File: src/rtl/program_loader.sv
// program_loader: receives a byte stream (count byte, then big-endian 32-bit
// words), writes each word to instruction memory and holds the processor in
// reset until the load completes.
// Optional feature: define LOADER_CHECKSUM_EN to require a trailing XOR
// checksum byte before the load is declared done.
module program_loader #(
    parameter int MAX_WORDS = 64,
    parameter int ADDR_STEP = 4
) (
    input  logic        clk,
    input  logic        clr,
    input  logic        in_valid,
    input  logic [7:0]  in_data,
    output logic        in_ready,
    output logic        mem_wen,
    output logic [7:0]  mem_addr,
    output logic [31:0] mem_data,
    output logic        cpu_clr,
    output logic        done,
    output logic        error
);

    typedef enum logic [2:0] {
        IDLE,
        LOAD,
        WRITE,
`ifdef LOADER_CHECKSUM_EN
        CHECK,
`endif
        DONE,
        ERROR
    } state_t;

    state_t      state_q, state_d;
    logic [7:0]  count_q, count_d;
    logic [7:0]  word_idx_q, word_idx_d;
    logic [1:0]  byte_idx_q, byte_idx_d;
    logic [31:0] word_q, word_d;
    logic [7:0]  addr_q, addr_d;
    logic [31:0] data_q, data_d;
`ifdef LOADER_CHECKSUM_EN
    logic [7:0]  csum_q, csum_d;
`endif

    logic        accept;
    logic [31:0] addr_full;

    assign accept    = in_valid && in_ready;
    assign addr_full = 32'(word_idx_q) * 32'(ADDR_STEP);

    // Outputs decoded from the current state; in_ready is also gated by clr
    // so no byte is ever acknowledged in a reset cycle.
    always_comb begin
        in_ready = 1'b0;
        if (!clr) begin
            in_ready = (state_q == IDLE) || (state_q == LOAD)
`ifdef LOADER_CHECKSUM_EN
                    || (state_q == CHECK)
`endif
                    ;
        end
        mem_wen  = (state_q == WRITE);
        mem_addr = addr_q;
        mem_data = data_q;
        cpu_clr  = (state_q != DONE);
        done     = (state_q == DONE);
        error    = (state_q == ERROR);
    end

    // Next-state logic. The write address/data registers are loaded on the
    // 4th byte so they are already valid during the WRITE cycle and then hold.
    always_comb begin
        state_d    = state_q;
        count_d    = count_q;
        word_idx_d = word_idx_q;
        byte_idx_d = byte_idx_q;
        word_d     = word_q;
        addr_d     = addr_q;
        data_d     = data_q;
`ifdef LOADER_CHECKSUM_EN
        csum_d     = csum_q;
`endif
        case (state_q)
            IDLE: begin
                if (accept) begin
                    if (in_data == 8'd0 || int'(in_data) > MAX_WORDS) begin
                        state_d = ERROR;
                    end else begin
                        count_d    = in_data;
                        word_idx_d = '0;
                        byte_idx_d = '0;
                        state_d    = LOAD;
                    end
                end
            end
            LOAD: begin
                if (accept) begin
                    word_d     = {word_q[23:0], in_data};
                    byte_idx_d = byte_idx_q + 2'd1;
`ifdef LOADER_CHECKSUM_EN
                    csum_d     = csum_q ^ in_data;
`endif
                    if (byte_idx_q == 2'd3) begin
                        addr_d  = addr_full[7:0];
                        data_d  = {word_q[23:0], in_data};
                        state_d = WRITE;
                    end
                end
            end
            WRITE: begin
                word_idx_d = word_idx_q + 8'd1;
                if ((word_idx_q + 8'd1) < count_q) begin
                    state_d = LOAD;
                end else begin
`ifdef LOADER_CHECKSUM_EN
                    state_d = CHECK;
`else
                    state_d = DONE;
`endif
                end
            end
`ifdef LOADER_CHECKSUM_EN
            CHECK: begin
                if (accept) begin
                    state_d = (in_data == csum_q) ? DONE : ERROR;
                end
            end
`endif
            default: ;
        endcase
    end

    // State registers with synchronous clear; clr wins over any transfer.
    always_ff @(posedge clk) begin
        if (clr) begin
            state_q    <= IDLE;
            count_q    <= '0;
            word_idx_q <= '0;
            byte_idx_q <= '0;
            word_q     <= '0;
            addr_q     <= '0;
            data_q     <= '0;
`ifdef LOADER_CHECKSUM_EN
            csum_q     <= '0;
`endif
        end else begin
            state_q    <= state_d;
            count_q    <= count_d;
            word_idx_q <= word_idx_d;
            byte_idx_q <= byte_idx_d;
            word_q     <= word_d;
            addr_q     <= addr_d;
            data_q     <= data_d;
`ifdef LOADER_CHECKSUM_EN
            csum_q     <= csum_d;
`endif
        end
    end

endmodule

File: config.mk
export PLATFORM = sky130hd
export DESIGN_NAME = program_loader
export DESIGN_NICKNAME = d
export VERILOG_FILES = /design/src/rtl/program_loader.sv
export SDC_FILE = /design/constraint.sdc
export NUM_CORES = 1
export LEC_CHECK = 0
export BUFFER_PORTS_ARGS = -buffer_cell sky130_fd_sc_hd__buf_2
export CAP_MARGIN = 10
export CELL_PAD_IN_SITES_DETAIL_PLACEMENT = 1
export CELL_PAD_IN_SITES_GLOBAL_PLACEMENT = 1
export CORE_MARGIN = 2
export CORE_UTILIZATION = 43
export CTS_BUF_LIST = sky130_fd_sc_hd__clkbuf_8
export CTS_CLUSTER_DIAMETER = 60
export DETAILED_ROUTE_END_ITERATION = 10
export PLACE_DENSITY = 0.93
export SYNTH_ARGS = -nofsm -noshare
export SYNTH_HDL_FRONTEND = slang
export SYNTH_SLANG_ARGS = --single-unit
File: constraint.sdc
create_clock -name clk -period 2.6 [get_ports clk]
set_input_delay 0.13 -clock clk [delete_from_list [all_inputs] [get_ports clk]]
set_output_delay 0.13 -clock clk [all_outputs]
set_load 0.01 [all_outputs]
=== Yosys cells after proc, flatten, opt, wreduce, memory -nomap -nowiden ===
Index checks and enable logic that the tools add are counted.

* Flip-flop bits (word level): 83
* Input bits: 11
* Output and inout port bits: 45
* Logic and storage cells: 50

* $add $sub $neg: 2
* $lt $le $gt $ge: 2
* Equality and inequality tests: 10
* Muxes and demuxes: 14
* Bitwise operators: 1
* Reductions and logical operators: 14

{| class="wikitable"
|+ Operator list
! kind !! count
|-
| 8-bit two-way mux || 2
|-
| 8-bit one-hot mux with 2 select lines || 1
|-
| 3-bit two-way mux || 4
|-
| 3-bit one-hot mux with 3 select lines || 1
|-
| 3-bit AND reduction || 3
|-
| 8-bit by 1-bit adder with 8-bit output (second input constant) || 1
|-
| 8-bit by 7-bit greater-than comparator with 1-bit output (second input constant) || 1
|-
| 8-bit logical NOT || 1
|-
| 8-bit < comparator || 1
|-
| 2-bit two-way mux || 4
|-
| 4-bit AND reduction || 2
|-
| 3-bit by 2-bit equality test with 1-bit output (second input constant) || 2
|-
| 2-bit != test (second input constant) || 3
|-
| 2-bit one-hot mux with 2 select lines || 1
|-
| 2-bit nonzero test || 2
|-
| 3-bit by 1-bit equality test with 1-bit output (second input constant) || 1
|-
| 3-bit equality test (second input constant) || 1
|-
| 3-bit logical NOT || 1
|-
| 3-bit by 2-bit != test with 1-bit output (second input constant) || 1
|-
| 3-bit nonzero test || 1
|-
| 2-bit by 1-bit adder with 2-bit output (second input constant) || 1
|-
| 2-bit equality test (second input constant) || 1
|-
| 1-bit logical OR || 2
|-
| 2-bit by 1-bit != test with 1-bit output (second input constant) || 1
|-
| 4 further kinds || 4
|}

=== Logic depth before layout (Yosys ltp) ===
Gate-level depths: netlist of run 1.

* Depth after elaboration: 6
* Gate-level depth with buffers: 10
* Gate-level depth less buffers: 9

=== Worst setup path before layout of run 1 ===
No wires, ideal clock.

* Kind: register to register
* From: reg word_idx_q[2]
* To: reg state_q[1]
* Library setup time: 0.091 ns
* Arrival: 1.903 ns
* Required time: 2.509 ns
* Path slack: 0.606 ns
* Cell stages (with the launch flop): 11
* Buffers on the path: 1
* Clock period less this slack: 1.994 ns
* Path through: dfxtp_1 -> clkbuf_1 -> nand3_1 -> or2_2 -> nor2_1 -> xor2_1 -> ha_1 -> nand4_1 -> nor2_1 -> o31ai_1 -> a311oi_1

* Cells in the longest elaborated chain, start to end: 4

{| class="wikitable"
|+ RTL lines
! what !! RTL line !! source
|-
| start, declared || 36 || <nowiki>logic [7:0] word_idx_q, word_idx_d;</nowiki>
|-
| start signal, assigned || 149 || <nowiki>word_idx_q <= word_idx_d;</nowiki>
|-
| 8-bit by 1-bit adder with 8-bit output || 112 || <nowiki>if ((word_idx_q + 8'd1) < count_q) begin</nowiki>
|-
| 8-bit < comparator || 112 ||
|-
| 2-bit two-way mux || 112 ||
|-
| 3-bit one-hot mux with 3 select lines || 83 || <nowiki>case (state_q)</nowiki>
|-
| end signal, assigned || 147 || <nowiki>state_q <= state_d;</nowiki>
|-
| end, declared || 34 || <nowiki>state_t state_q, state_d;</nowiki>
|}

Every way passes these cells.
A chain may end at the register's enable or synchronous reset.

=== Final worst setup path of run 1 ===
* From: reg word_idx_q[0]
* To: reg state_q[1]

Same word-level chain as after synthesis.

==> run metrics, run 1 <==
outcome complete, no violations; Hold/Removal Path Class in -> reg; yosys warns 0; Max Clk Rate 0.450 GHz; max-cap violations 0; post-CTS sizing 0; crit end category register; worst-path cell chain nand3_1, or2_2, xnor2_1, ha_1, a21oi_1, nor2b_1, o21ai_0, a311oi_1; Die X 95.3 µm; Num Clock Sinks 83; post-DR wirelength/cell 15.6 µm; Synth Flop Type dfxtp_1; VDD IR max 0.248 mV; n_diodes 0; IO Count 56; dpl cells 576; final WL 9.21 mm; Vias 3143; Final nets 502; worst-path fanout max 7; core area 8130 µm²; DR DRC count 0; port bufs 53; pwr/cell area 570 nW/µm²; router iterations before antenna repair 4; grt ovf 0; area leader, netlist dfxtp_1; Worst Setup Start Kind register; Post-Syn Area 3580 µm²; drt via density 5.31; dpl hpwl 6.49 mm; CTS H-Tree Depth 3; Hold Buf Count CTS 0; layout cells sized above 1 0.185; Synth Area per Inst 8.12 µm²; Post-synth EDFFs 0; CTS tree done; CP arrival 2.46 ns; number of global-route vias before repair 3109; FF-to-FF setup slack 0.38 ns; Post-CTS Setup Repair Bufs 0; sum of negative setup slack 0 ns; Layout Area Growth over Synthesis 13.5%; number of cell rows 33; sequential share of the synthesized area 0.464; slowest CP cell dfxtp_1; first-pass GRT wire length 15.1 mm; clk slew on worst S/H paths 0.09 ns; GP Congestion 0.808; final hold violation count 0; Critical Path Max Stage Delay 0.47 ns; CP Data Required Time 2.84 ns; Tot GR Track Use 0.214; Worst-Skew Late Latency 0.37 ns; post-synth top area share 0.464; crit path time final 2.22 ns; Layout Skew 0.0112 ns; post-synthesis register bit count 83; max-slew violations 0; async set or reset register ratio after synthesis 0; Clock Tree Root clkbuf_8; Area contributors post-synth dfxtp_1, nand2_1, a21oi_1; largest net degree at the start of global routing 61; final setup fails 0; LEAKAGE 1.58 nW; die height 95.3 µm; Reg-to-Reg End state_q[1]; Slew @ Worst Pin 0.797 ns; initial drt markers 209; count of cell types in the netlist 53; Hold Crit Start in_data[7]; starting density of the core 0.440; FF-to-FF Start word_idx_q[0]; Clock Tree Buf Depth 2; hold path depth 3; WHS Endpoint word_q[7]; Worst R2R Path Depth 8; unrepaired setup endpoints after global routing no; Layout Cells excl Fill 592; Slew headroom 0.467; Routed Antenna Nets 0; initial antenna violation count 0; die area 9070 µm²; Final Cycle Share 0.855; Num CTS Buffers 9; Setup CP Type reg -> reg; Syn Inst Count 441
==> report_power, final <==
group | total [mW] | leakage, nW | switching [mW] | internal [mW]
Clock | 0.908 | 0.0922 | 0.534 | 0.374
Sequential | 1.29 | 0.669 | 0.0144 | 1.28
Combinational | 0.115 | 0.822 | 0.0782 | 0.0367
Total | 2.32 | 1.58 | 0.627 | 1.69
==> state kept, by name, indices dropped and copies added, names as in the netlist <==
signal,count
mem_data,32
word_q,24
count_q,8
word_idx_q,8
mem_addr,6
state_q,3
byte_idx_q,2
==> cells in the final DEF (no fill, tap or decap), drive strengths merged, types with 2 or more instances in the layout <==
| cell | count |
|---|---|
| xor2 | 4 |
| nor2 | 18 |
| or3b | 2 |
| nand2 | 137 |
| xnor2 | 8 |
| o21ai | 5 |
| clkbuf | 9 |
| ha | 9 |
| dfxtp | 83 |
| and3 | 3 |
| nor2b | 3 |
| conb | 2 |
| a21oi | 69 |
| nand4 | 3 |
| or2 | 2 |
| inv | 17 |
| and4 | 3 |
| nor3 | 5 |
| buf | 58 |
| clkinvlp | 2 |
| a311oi | 3 |
| mux2i | 3 |
| a31oi | 4 |
| a21o | 5 |
| nand3 | 7 |
| or3 | 2 |
| nor4 | 2 |
| nor4b | 2 |
| and2 | 3 |
==> critical path: cells and delay by family (launching register included) <==
family,cells,cell delay (ns)
AND/OR/NAND/NOR,3,0.66
AO/OA/AOI/OAI,3,0.48
flip-flops,1,0.47
adder cells (fa/ha/maj),1,0.29
XOR/XNOR,1,0.20
==> how the worst max path moves through the flow <==
stage / end / cells after the start / slack (ns) / from
floorplan: state_q[1] / 10 / 0.61 / word_idx_q[2]
global placement: state_q[1] / 9 / 0.61 / word_idx_q[0]
detailed placement: state_q[1] / 9 / 0.46 / word_idx_q[0]
CTS: state_q[1] / 9 / 0.41 / word_idx_q[0]
global route: state_q[1] / 9 / 0.28 / word_idx_q[0]
finish: state_q[1] / 8 / 0.38 / word_idx_q[0]
==> per-layer routing <==
metal,GRT usage,part of all wire
met3,0.0482,0.049
met5,0,0
met2,0.350,0.48
met1,0.279,0.46
met4,0.0676,0.012
==> cell type report <==
cell class	count	area [µm²]
timing repair buffer	58	303
inverter	13	48.8
tap	105	131
sequential	83	1660
multi-input combinational	317	1730
fill	1019	4070
clock buffer	9	124
clock inverter	7	66.3
==> metrics by stage <==
stage / total power [mW] / cell area [µm²] / utilization / hold WS, ns / setup WS (ns)
after floorplan: 1.40 / 3580 / - / 0.238 / 0.606
after global placement: 1.43 / 3870 / 0.476 / 0.408 / 0.615
after detailed placement: 1.44 / 3870 / 0.476 / 0.421 / 0.456
after CTS: 2.34 / 4070 / 0.500 / 0.0418 / 0.409
after global routing: 2.41 / 4070 / 0.500 / 0.0627 / 0.276
final: 2.32 / 4070 / 0.500 / 0.0632 / 0.376
==> synth_stat cells (2+ instances only) <==
cell type and instances:
nand4_1 2, a31oi_1 4, and4_2 3, dfxtp_1 83
a21oi_1 68, xnor2_1 8, a21o_1 5, xor2_1 4
inv_1 12, and3_1 3, or3_1 2, or2_2 2
ha_1 9, buf_4 3, clkbuf_1 16, o21ai_0 4
a311oi_1 3, nor3_1 4, and2_1 3, nand2_1 137
nor2b_1 3, nand3_1 6, buf_2 7, buf_6 2
mux2i_1 3, nor2_1 18
==> cells by family (layout without fill, tap and decap cells) <==
logic type               count (synthesis)  count (layout)  synth area share
other                                    1               2           0.00105
multiplexers                             3               3           0.00839
XOR/XNOR                                12              12            0.0293
AO/OA/AOI/OAI                           96              96             0.160
buffers and inverters                   42              87            0.0538
adder cells (fa/ha/maj)                  9               9            0.0314
AND/OR/NAND/NOR                        195             195             0.252
flip-flops                              83              83             0.464
No activity file was read; power rests on OpenSTA's default activity.
==> inputs of run 2 (changes only) <==
PLACE_DENSITY = default   (was 0.93)
PLACE_DENSITY_LB_ADDON = 0.15   (was default)
==> run 2 against run 1 <==
Net effect: worst setup slack improved by 0.066 ns; combinational power barely moved; total power is essentially flat; cell count increased by 0.17%; sequential power about the same; clock skew decreased by 0.00076 ns; clock power is essentially flat; cell area up 0.28%; flip-flop and latch count did not move; first-iteration DRC count fell by 61%; register-to-register slack better by 0.07 ns; critical endpoint unchanged.
==> run metrics, run 2 (synthesis gave the netlist of run 1 again) <==
crit end category register (unchanged); fin util 0.501 (was 0.500); CTS tree done (unchanged); n_diodes 0 (unchanged); Num CTS Buffers 9 (unchanged); WHS Endpoint count_q[4] (was word_q[7]); Net Sw Frac 0.241 (was 0.271); Internal Power 1.76 mW (was 1.69 mW); clk slew on worst S/H paths 0.09 ns (about the same); most frequent cells in the layout nand2_1, dfxtp_1, a21oi_1 (unchanged); Hold Buf Count CTS 0 (unchanged); outcome complete, no violations (unchanged); worst-path fanout max 7 (unchanged); post-DR wirelength/cell 15.0 µm (was 15.6 µm); GP Congestion 0.788 (was 0.808); first-pass GRT wire length 14.7 mm (was 15.1 mm); final setup fails 0 (unchanged); port bufs 53 (unchanged); Hold Crit Start in_data[4] (was in_data[7]); die area 9070 µm² (unchanged); LEAKAGE 1.60 nW (was 1.58 nW); Num Clock Sinks 83 (unchanged); Placed Area 3880 µm² (was 3870 µm²); Clock power frac 0.393 (was 0.392); die height 95.3 µm (unchanged); initial antenna violation count 0 (unchanged); VDD IR max 0.256 mV (was 0.248 mV); max-slew violations 0 (unchanged); crit path time final 2.16 ns (was 2.22 ns); Routed Antenna Nets 0 (unchanged); leading cell type in the layout, fill and taps excluded nand2_1 (unchanged); Reg-to-Reg End state_q[1] (unchanged); CP Data Required Time 2.85 ns (was 2.84 ns); layout cells sized above 1 0.184 (was 0.185); largest net degree at the start of global routing 42 (was 61); router iterations before antenna repair 4 (unchanged); Slew @ Worst Pin 0.810 ns (was 0.797 ns); Setup CP Type reg -> reg (unchanged); Comb power frac 0.049 (was 0.050); Hold/Removal Path Class in -> reg (unchanged); final hold violation count 0 (unchanged); IO Count 56 (unchanged); hold path depth 2 (was 3); Final Cycle Share 0.830 (was 0.855); drt via density 5.19 (was 5.31); Die X 95.3 µm (unchanged); # fillers 1011 (was 1019); max-cap violations 0 (unchanged); Clock Tree Buf Depth 2 (unchanged); DR DRC count 0 (unchanged); number of global-route vias before repair 3069 (was 3109); FF-to-FF Start word_idx_q[0] (unchanged); Worst-Skew Late Latency 0.35 ns (was 0.37 ns); CP arrival 2.41 ns (was 2.46 ns); pwr/cell area 568 nW/µm² (was 570 nW/µm²); Clock Tree Root clkbuf_8 (unchanged); Tot GR Track Use 0.209 (was 0.214); post-CTS sizing 0 (unchanged); Vias 3080 (was 3143); grt ovf 0 (unchanged); Worst R2R Path Depth 9 (was 8); CTS H-Tree Depth 3 (unchanged); core area 8130 µm² (unchanged); initial drt markers 82 (was 209); sum of negative setup slack 0 ns (unchanged); Max Clk Rate 0.463 GHz (was 0.450 GHz); Layout Area Growth over Synthesis 13.8% (was 13.5%); part of the power in registers 0.557 (was 0.558); Layout Skew 0.0104 ns (was 0.0112 ns); Slew headroom 0.458 (was 0.467); unrepaired setup endpoints after global routing no (unchanged); Final nets 503 (was 502); FF-to-FF setup slack 0.44 ns (was 0.38 ns); Post-CTS Setup Repair Bufs 0 (unchanged); starting density of the core 0.440 (unchanged); number of cell rows 33 (unchanged); max FFs per register 32 (unchanged); P_sw 0.559 mW (was 0.627 mW); fin area 4080 µm² (was 4070 µm²); final WL 8.92 mm (was 9.21 mm); Worst Setup Start Kind register (unchanged); dpl hpwl 6.34 mm (was 6.49 mm)
[run 2: how the worst max path moves through the flow]
| stage | start | end | slack, ns | depth (start not counted) |
|---|---|---|---|---|
| floorplan | word_idx_q[2] | state_q[1] | 0.61 | 10 |
| global placement | word_idx_q[0] | state_q[1] | 0.59 | 9 |
| detailed placement | word_idx_q[2] | state_q[1] | 0.47 | 8 |
| CTS | word_idx_q[0] | state_q[1] | 0.43 | 9 |
| global route | word_idx_q[2] | state_q[1] | 0.14 | 9 |
| finish | word_idx_q[0] | state_q[1] | 0.44 | 9 |
[run 2: final cells by class]
type                       instances  area, µm²  share of cell area
clock buffer                       9        124              0.0304
timing repair buffer              59        310              0.0761
clock inverter                     7       70.1              0.0172
inverter                          13       48.8              0.0120
sequential                        83       1660               0.408
multi-input combinational        317       1730               0.424
tap                              105        131              0.0322
[run 2: worst max-delay path: stages (launching register included)]
cell,delay [ns]
dfxtp_1,0.47
nand3_1,0.22
or2_2,0.36
nor2_1,0.13
xor2_1,0.08
ha_1,0.29
nand4_1,0.10
nor2_1,0.11
o31ai_1,0.07
a311oi_1,0.21
[run 2: through the flow]
| stage | hold slack, ns | power [mW] | worst slack, ns | instances |
|---|---|---|---|---|
| 2_1_floorplan | 0.238 | 1.40 | 0.606 | 442 |
| 3_3_place_gp | 0.412 | 1.43 | 0.591 | 577 |
| 3_5_place_dp | 0.425 | 1.44 | 0.472 | 577 |
| 4_1_cts | 0.0564 | 2.35 | 0.433 | 593 |
| 5_1_grt | 0.0815 | 2.43 | 0.136 | 593 |
| 6_report | 0.0766 | 2.32 | 0.442 | 593 |
[run 2: per-layer routing]
layer  share of wire  wire [µm]  GRT usage  vias up
met5               0          0          0        -
li1                -          -          -     1545
met1            0.45       3980      0.262     1486
met4           0.012        106     0.0688        0
met2            0.52       4590      0.366       39
met3           0.027        239     0.0316       10
[run 2: power groups by stage]
stage          logic, mW  clock network [mW]  registers [mW]
2_1_floorplan     0.0838                   0            1.31
3_3_place_gp       0.113                   0            1.32
3_5_place_dp       0.115                   0            1.32
4_1_cts            0.116               0.939            1.29
5_1_grt            0.128                1.01            1.29
6_report           0.114               0.911            1.29
==> inputs of run 3 (changes only) <==
clock period = 2.14 ns   (was 2.6 ns; I/O delays follow)
==> run 3 against run 2 <==
Net effect: cell area increased by 2.3%; clock skew decreased by 0.0023 ns; non-clock buffer count increased by 5; sequential share of layout area decreased by 0.87 points; critical path depth unchanged; first-iteration DRC count increased by 13%; clock power increased by 47%; worst hold slack got worse by 0.043 ns; combinational power increased by 24%; worst setup slack got worse by 0.30 ns; maximum frequency increased by 7.9%; critical path type unchanged; critical endpoint unchanged; largest cell class unchanged.
==> run metrics, run 3 (synthesis gave the netlist of run 1 again) <==
outcome complete, no violations (unchanged); Hold/Removal Path Class in -> reg (unchanged); Final Cycle Share 0.935 (was 0.830); max-cap violations 0 (unchanged); Max Clk Rate 0.500 GHz (was 0.463 GHz); dpl hpwl 6.44 mm (was 6.34 mm); Slew @ Worst Pin 0.513 ns (was 0.810 ns); worst-path fanout max 5 (was 7); Layout Cells excl Fill 597 (was 593); n_diodes 0 (unchanged); Routed Antenna Nets 0 (unchanged); sum of negative setup slack 0 ns (unchanged); Critical Path Max Stage Delay 0.45 ns (was 0.47 ns); Placed Area 3920 µm² (was 3880 µm²); Num Clock Sinks 83 (unchanged); final setup margin 0.140 ns (was 0.442 ns); layout cells sized above 1 0.203 (was 0.184); die height 95.3 µm (unchanged); CTS tree done (unchanged); most frequent cells in the layout nand2_1, dfxtp_1, a21oi_1 (unchanged); router iterations before antenna repair 4 (unchanged); CP arrival 2.26 ns (was 2.41 ns); initial drt markers 93 (was 82); Final nets 508 (was 503); post-DR wirelength/cell 15.4 µm (was 15.0 µm); clk slew on worst S/H paths 0.08 ns (was 0.09 ns); port bufs 53 (unchanged); Top cell by count, worst path nor2_1 (unchanged); core area 8130 µm² (unchanged); Die X 95.3 µm (unchanged); crit end category register (unchanged); CTS H-Tree Depth 3 (unchanged); drt via density 5.22 (was 5.19); final setup fails 0 (unchanged); worst-path cell chain nand2_1, or2_2, nor2_1, xor2_1, ha_1, nand4_1, nor2_1, o31ai_1, a311oi_1 (was nand3_1, or2_2, nor2_1, xor2_1, ha_1, nand4_1, nor2_1, o31ai_1, a311oi_1); Layout Area Growth over Synthesis 16.5% (was 13.8%); max FFs per register 32 (unchanged); CP Data Required Time 2.40 ns (was 2.85 ns); pwr/cell area 731 nW/µm² (was 568 nW/µm²); number of cell rows 33 (unchanged); GP Congestion 0.786 (was 0.788); Vias 3116 (was 3080); first-pass GRT wire length 14.8 mm (was 14.7 mm); Place WS 0.142 ns (was 0.472 ns); IO Count 56 (unchanged); LEAKAGE 1.63 nW (was 1.60 nW); final WL 9.21 mm (was 8.92 mm); Num CTS Buffers 9 (unchanged); Worst-Skew Late Latency 0.35 ns (about the same); Total Power 3.05 mW (was 2.32 mW); VDD IR max 0.293 mV (was 0.256 mV); Tot GR Track Use 0.213 (was 0.209); grt ovf 0 (unchanged); dpl cells 582 (was 577); Layout Skew 0.00807 ns (was 0.0104 ns); crit path time final 2.00 ns (was 2.16 ns); Clock Tree Buf Depth 2 (unchanged); Clock Tree Root clkbuf_8 (unchanged); max-slew violations 0 (unchanged); starting density of the core 0.440 (unchanged); Setup CP Type reg -> reg (unchanged); slowest CP cell dfxtp_1 (unchanged); leading cell type in the layout, fill and taps excluded nand2_1 (unchanged); largest net degree at the start of global routing 38 (was 42); number of global-route vias before repair 3043 (was 3069); fin area 4170 µm² (was 4080 µm²); die area 9070 µm² (unchanged); DR DRC count 0 (unchanged); Worst Setup Start Kind register (unchanged); final hold violation count 0 (unchanged); initial antenna violation count 0 (unchanged); # fillers 1025 (was 1011); Slew headroom 0.657 (was 0.458)
run 3: cell types whose count changed in the layout (fill, tap and decap cells not counted), sizes merged:
cell,previous run,this run
buf,59,64
bufinv,1,3
clkinv,6,3
clkinvlp,0,1
inv,13,12
run 3: through the flow:
stage	utilization	hold slack [ns]
global placement	0.482	0.383
finish	0.513	0.0335
CTS	0.511	0.0164
detailed placement	0.482	0.385
floorplan	-	0.215
global route	0.513	0.0336
run 3: routing by layer:
layer,vias up,track usage,routed length [µm]
li1,1560,-,-
met1,1511,0.250,3990
met2,37,0.392,4910
met3,8,0.0403,228
met4,0,0.0580,79
met5,-,0,0
run 3: worst paths after layout:
path / from / endpoint / slack (ns) / depth (start not counted)
setup reg to reg: word_idx_q[4] / state_q[1] / 0.14 / 9
hold / removal: in_data[4] / count_q[4] / 0.03 / 2
hold reg to reg: word_q[22] / mem_data[30] / 0.45 / 2
setup / recovery: word_idx_q[4] / state_q[1] / 0.14 / 9
run 3: power breakdown:
part | switching [mW] | internal (mW) | leakage (nW)
registers | 0.0162 | 1.55 | 0.670
logic | 0.0946 | 0.0461 | 0.848
clock network | 0.569 | 0.773 | 0.115
total | 0.680 | 2.37 | 1.63
run 3: what timing repair did:
action | in CTS | in global routing
resized for setup | 0 | 5
endpoints found under the setup margin | 0 | 1
setup buffers | 0 | 0
hold buffers | 0 | 0
run 3: layout make-up:
class,count,area (µm²),share of cell area
multi-input cells,317,1740,0.417
flip-flops and latches,83,1660,0.399
repair buffers,64,348,0.0834
well taps,105,131,0.0315
clock buffers,9,124,0.0297
clock inverters,6,115,0.0276
inverters,13,48.8,0.0117
run 3: critical path, delay by kind of cell (launching register included):
| family | cells | cell delay, ns |
|---|---|---|
| DFF | 1 | 0.45 |
| adders and majority gates | 1 | 0.29 |
| AOI/OAI and AO/OA | 2 | 0.29 |
| and+or+nand+nor | 5 | 0.80 |
| xor gates and xnor gates | 1 | 0.09 |
